<file path="src/rtl/mic1_microsequencer.sv">
// MIC-1 microprogram sequencer: holds the MPC, fetches into the MIR, forms the next address
// from NEXT_ADDRESS/JAM/JMPC, and stalls on memory or halts on a halt address or bad ALU code.
module mic1_microsequencer #(
    parameter logic [8:0] RESET_ADDR = 9'h000,
    parameter logic [8:0] HALT_ADDR  = 9'h1FF
) (
    input  logic        clk,
    input  logic        rst,
    input  logic        start,
    output logic [8:0]  cs_addr,
    input  logic [35:0] cs_data,
    input  logic [7:0]  mbr,
    input  logic        alu_n,
    input  logic        alu_z,
    input  logic        mem_busy,
    output logic [35:0] mir,
    output logic        mir_valid,
    output logic [5:0]  alu_ctrl,
    output logic        n_flag,
    output logic        z_flag,
    output logic        busy,
    output logic        halted,
    output logic        err
);

    localparam logic [2:0] StIdle  = 3'd0;
    localparam logic [2:0] StFetch = 3'd1;
    localparam logic [2:0] StExec  = 3'd2;
    localparam logic [2:0] StStall = 3'd3;
    localparam logic [2:0] StHalt  = 3'd4;

    localparam logic [5:0] AluZero = 6'b010000;

    logic [2:0]  state_q, state_d;
    logic [8:0]  mpc_q, mpc_d;
    logic [35:0] mir_q, mir_d;
    logic        n_q, n_d;
    logic        z_q, z_d;
    logic        err_q, err_d;
    logic        alu_legal;
    logic [8:0]  next_mpc;

    always_comb begin
        unique case (mir_q[21:16])
            6'b011000, 6'b010100, 6'b011010, 6'b101100,
            6'b111100, 6'b111101, 6'b111001, 6'b110101,
            6'b111111, 6'b110110, 6'b111011, 6'b001100,
            6'b011100, 6'b010000, 6'b110001, 6'b110010: alu_legal = 1'b1;
            default:                                    alu_legal = 1'b0;
        endcase
    end

    // Bitwise OR composition, no carry between the JAM bit and the JMPC byte.
    always_comb begin
        next_mpc[8]   = mir_q[35] | (mir_q[25] & alu_n) | (mir_q[24] & alu_z);
        next_mpc[7:0] = mir_q[34:27] | (mir_q[26] ? mbr : 8'h00);
    end

    always_comb begin
        state_d = state_q;
        mpc_d   = mpc_q;
        mir_d   = mir_q;
        n_d     = n_q;
        z_d     = z_q;
        err_d   = err_q;
        case (state_q)
            StIdle: begin
                mpc_d = RESET_ADDR;
                if (start) begin
                    state_d = StFetch;
                    err_d   = 1'b0;
                end
            end
            StFetch: begin
                mir_d   = cs_data;
                state_d = StExec;
            end
            StExec: begin
                n_d = alu_n;
                z_d = alu_z;
                if (!alu_legal) begin
                    state_d = StHalt;
                    err_d   = 1'b1;
                end else begin
                    mpc_d = next_mpc;
                    if (next_mpc == HALT_ADDR) begin
                        state_d = StHalt;
                    end else if (mem_busy) begin
                        state_d = StStall;
                    end else begin
                        state_d = StFetch;
                    end
                end
            end
            StStall: begin
                if (!mem_busy) begin
                    state_d = StFetch;
                end
            end
            StHalt: begin
                if (start) begin
                    state_d = StFetch;
                    mpc_d   = RESET_ADDR;
                    err_d   = 1'b0;
                end
            end
            default: begin
                state_d = StIdle;
                mpc_d   = RESET_ADDR;
            end
        endcase
    end

    always_ff @(posedge clk or posedge rst) begin
        if (rst) begin
            state_q <= StIdle;
            mpc_q   <= RESET_ADDR;
            mir_q   <= 36'h0;
            n_q     <= 1'b0;
            z_q     <= 1'b0;
            err_q   <= 1'b0;
        end else begin
            state_q <= state_d;
            mpc_q   <= mpc_d;
            mir_q   <= mir_d;
            n_q     <= n_d;
            z_q     <= z_d;
            err_q   <= err_d;
        end
    end

    always_comb begin
        cs_addr   = mpc_q;
        mir       = mir_q;
        mir_valid = (state_q == StExec);
        alu_ctrl  = (mir_valid && alu_legal) ? mir_q[21:16] : AluZero;
        n_flag    = n_q;
        z_flag    = z_q;
        busy      = (state_q == StFetch) || (state_q == StExec) || (state_q == StStall);
        halted    = (state_q == StHalt);
        err       = err_q;
    end

endmodule

</file>
<file path="config.mk">
export PLATFORM = sky130hd
export DESIGN_NAME = mic1_microsequencer
export DESIGN_NICKNAME = d
export VERILOG_FILES = /design/src/rtl/mic1_microsequencer.sv
export SDC_FILE = /design/constraint.sdc
export NUM_CORES = 1
export LEC_CHECK = 0
export CAP_MARGIN = 30
export CORE_MARGIN = 10
export CORE_UTILIZATION = 35
export CTS_CLUSTER_SIZE = 30
export DETAILED_ROUTE_END_ITERATION = 12
export PLACE_DENSITY = 0.73
export SYNTH_ARGS = -nofsm -noshare
export SYNTH_HDL_FRONTEND = slang
export SYNTH_SLANG_ARGS = --single-unit
</file>
<file path="constraint.sdc">
create_clock -name clk -period 1.82 [get_ports clk]
set_input_delay 0.546 -clock clk [delete_from_list [all_inputs] [get_ports clk]]
set_output_delay 0.546 -clock clk [all_outputs]
set_load 0.005 [all_outputs]
</file>
==> impl_metrics.tcl <==
set metrics [dict create \
    hp-start "err" \
    syn-num-nets 232 \
    yosysWarningCount 0 \
    violations "negative setup slack" \
    p_leak_uw 0.00176 \
    htreeDepth 2 \
    io_buffers 106 \
    min_period_ps 2380 \
    dpl.hpwl_microns 5200 \
    yosys.area_share.simple_pct 9.34 \
    rsz0062_at_grt "yes" \
    grt_max_degree 40 \
    grt_overflow_total 0 \
    slew_headroom_pct 69.9 \
    yosysMostFrequentCell "dfrtp_1" \
    clk_latency_ps 300 \
    synth_compound_area_share_pct 9.51 \
    dr.pass1.iters 4 \
    hold_violations 0 \
    synth_top_area_share_pct 55.4 \
    powerDensity_nw_per_um2 1700 \
    yosysSeqAreaShare_pct 55.4 \
    root_buffer "clkbuf_8" \
    seqCellArea_sq_um 1280 \
    antenna_cells 0 \
    min_path_cells 2 \
    synth_top_cell_by_area "dfrtp_1" \
    io-pin-count 107 \
    grt_busiest_layer "met2" \
    cts.sinks 51 \
    avgRoutedWirePerCell_microns 17.0 \
    post-route-drc-count 0 \
    synth_edf_count 0 \
    core-area_sq_um 6390 \
    grt_pass1_wl_microns 10900 \
    worstPathArrival_ps 1830 \
    synth_mux_area_share_pct 22.0 \
    start_util_pct 36.1 \
    die_w_microns 101 \
    syn_area_sq_um 2300 \
    placed_cells 381 \
    rr_startpoint "mir[16]" \
    place.gp.congestion 0.841 \
    synth_top_family_by_area "multiplexers" \
    clock_path_buffers 2 \
    async_flop_share_pct 100 \
    place_ws_ps -580 \
    clk_pin_slew_ps 90 \
    grt_pass1_vias 2084 \
    multi_input_area_sq_um 1040 \
    drt_wl_total_microns 6970 \
    whs_endpoint "err" \
    vias 1959 \
    drtIter0Drc 74 \
    fin_tns_setup_ps -7310 \
    drtAntennaViolNets 0 \
    use_met2_pct 21.7 \
    ys_top_cells_by_area "dfrtp_1 (55%), mux2_2 (16%), mux2_4 (5.9%), nor2_1 (2.1%), a21oi_1 (2.0%)" \
    avgSynthCellArea_sq_um 12.8 \
    grt_usage_pct 13.3 \
    rrSetupSlack_ps -450 \
    synthAdderAreaFrac_pct 1.09 \
    fin_crit_sh_pct 131 \
    startpoint_type "register" \
    ys_ff_latch 51 \
    skew_ps 9.92 \
    hold_path.class "reg2reg" \
    met3_usage_pct 5.97 \
    yosys.area_share.xor_xnor_pct 0 \
    ys_top_cells_by_count "dfrtp_1 (51), mux2_2 (33), nor2_1 (13), nand2_1 (12)" \
    use_met1_pct 15.8 \
    fillCellCount 509 \
    fin_ws_ps -559 \
    max_clock_freq_mhz 420 \
    rows 29 \
    report.final.slew_viol_count 0 \
    required_ps 1270 \
    area_growth_pct 72.2 \
    nets 384 \
    synth_ff_type "dfrtp_1" \
    rr_endpoint "cs_addr[3]" \
    worstSetupPathType "reg2out" \
    die_h_microns 101 \
    status "complete, but fails checks" \
    cts_tree "done" \
    drive_gt1_share_pct 38.7 \
    synth_cells 180 \
    die_area_sq_um 10200 \
    ir_drop_mv 0.914 \
    instances_no_fill 410 \
    setup_viol 20 \
    path_max_fanout 6 \
    crit_path_end_kind "output pin" \
    antenna_found_initial 0 \
    synth_cell_types 36 \
    r2r_cells 12 \
    maxCapViolations 0 \
    tightest_slew_ps 452 \
    cts_made_buffers 5 \
    viasPerCell 4.78 \
]
## worst max-delay path, cell delays in order, from the launching register on
cell	delay, ps
dfrtp_1	400
inv_2	80
ha_2	170
a211o_1	280
a22oi_4	220
buf_6	140
and3_4	170
buf_6	90
## what timing repair did
item	CTS	global route
pin swaps	14	5
endpoints found under the setup margin	32	28
hold buffers	0	0
setup buffers	16	9
resized for setup	63	10
cloned	1	0
## through the flow
| step | total power, uW | area (sq um) | hold slack (ps) | util, % |
|---|---|---|---|---|
| floorplan | 3650 | 2320 | 468 | - |
| global placement | 5520 | 3650 | 464 | 57.2 |
| detailed placement | 5600 | 3650 | 468 | 57.2 |
| CTS | 6730 | 3920 | 489 | 61.3 |
| global route | 7260 | 3970 | 520 | 62.1 |
| finish | 6740 | 3970 | 488 | 62.1 |
## layout by cell type, fill, tap and decap left out, types with 6 or more instances in the layout
master / Yosys / routed
mux2_4: 9 / 9
mux2_2: 33 / 33
nor2_1: 13 / 12
and3_4: 1 / 6
dfrtp_1: 51 / 50
a21oi_1: 9 / 8
buf_4: 2 / 39
buf_6: 0 / 12
nand2_1: 12 / 12
clkdlybuf4s50_1: 0 / 91
## flip-flops by register name, indices dropped and copies added (netlist names)
register and count:
cs_addr 9, n_flag 1, state_q 3, err 1
z_flag 1, mir 36
## report_power, final
part | total [uW] | switching (uW) | internal [uW]
clock network | 628 | 358 | 269
logic | 4120 | 1530 | 2590
registers | 1990 | 333 | 1650
total | 6740 | 2220 | 4510
## area by class of cell
class                   count  area share (%)
well taps                  77            2.43
flip-flops and latches     51            32.2
inverters                   6           0.599
multi-input cells         116            26.3
clock inverters             2           0.315
clock buffers               6            1.83
repair buffers            152            36.3
## cell families (layout without fill, tap and decap cells)
logic type                 after synthesis  count (layout)
AOI/OAI and AO/OA                       30              30
adders and majority gates                2               2
DFF                                     51              51
muxes                                   42              42
and+or+nand+nor                         42              42
buffers and inverters                   13             166
## worst max path at each step
stage	slack, ps	start	end	depth (start not counted)
2_1_floorplan	-70	mir[16]	alu_ctrl[1]	5
3_3_place_gp	-540	mir[16]	alu_ctrl[3]	7
3_5_place_dp	-580	mir[16]	alu_ctrl[3]	7
4_1_cts	-570	mir[16]	alu_ctrl[3]	8
5_1_grt	-630	mir[16]	alu_ctrl[3]	8
6_report	-560	mir[16]	alu_ctrl[3]	7
## routing by layer
metal  vias up  part of all wire, %  wire length [microns]
li1        941                    -                      -
met1       960                   39                   2720
met2        56                   52                   3630
met3         2                  8.7                    608
met4         0                 0.22                     15
met5         -                    0                      0
Power figures use the tool's default switching activity.
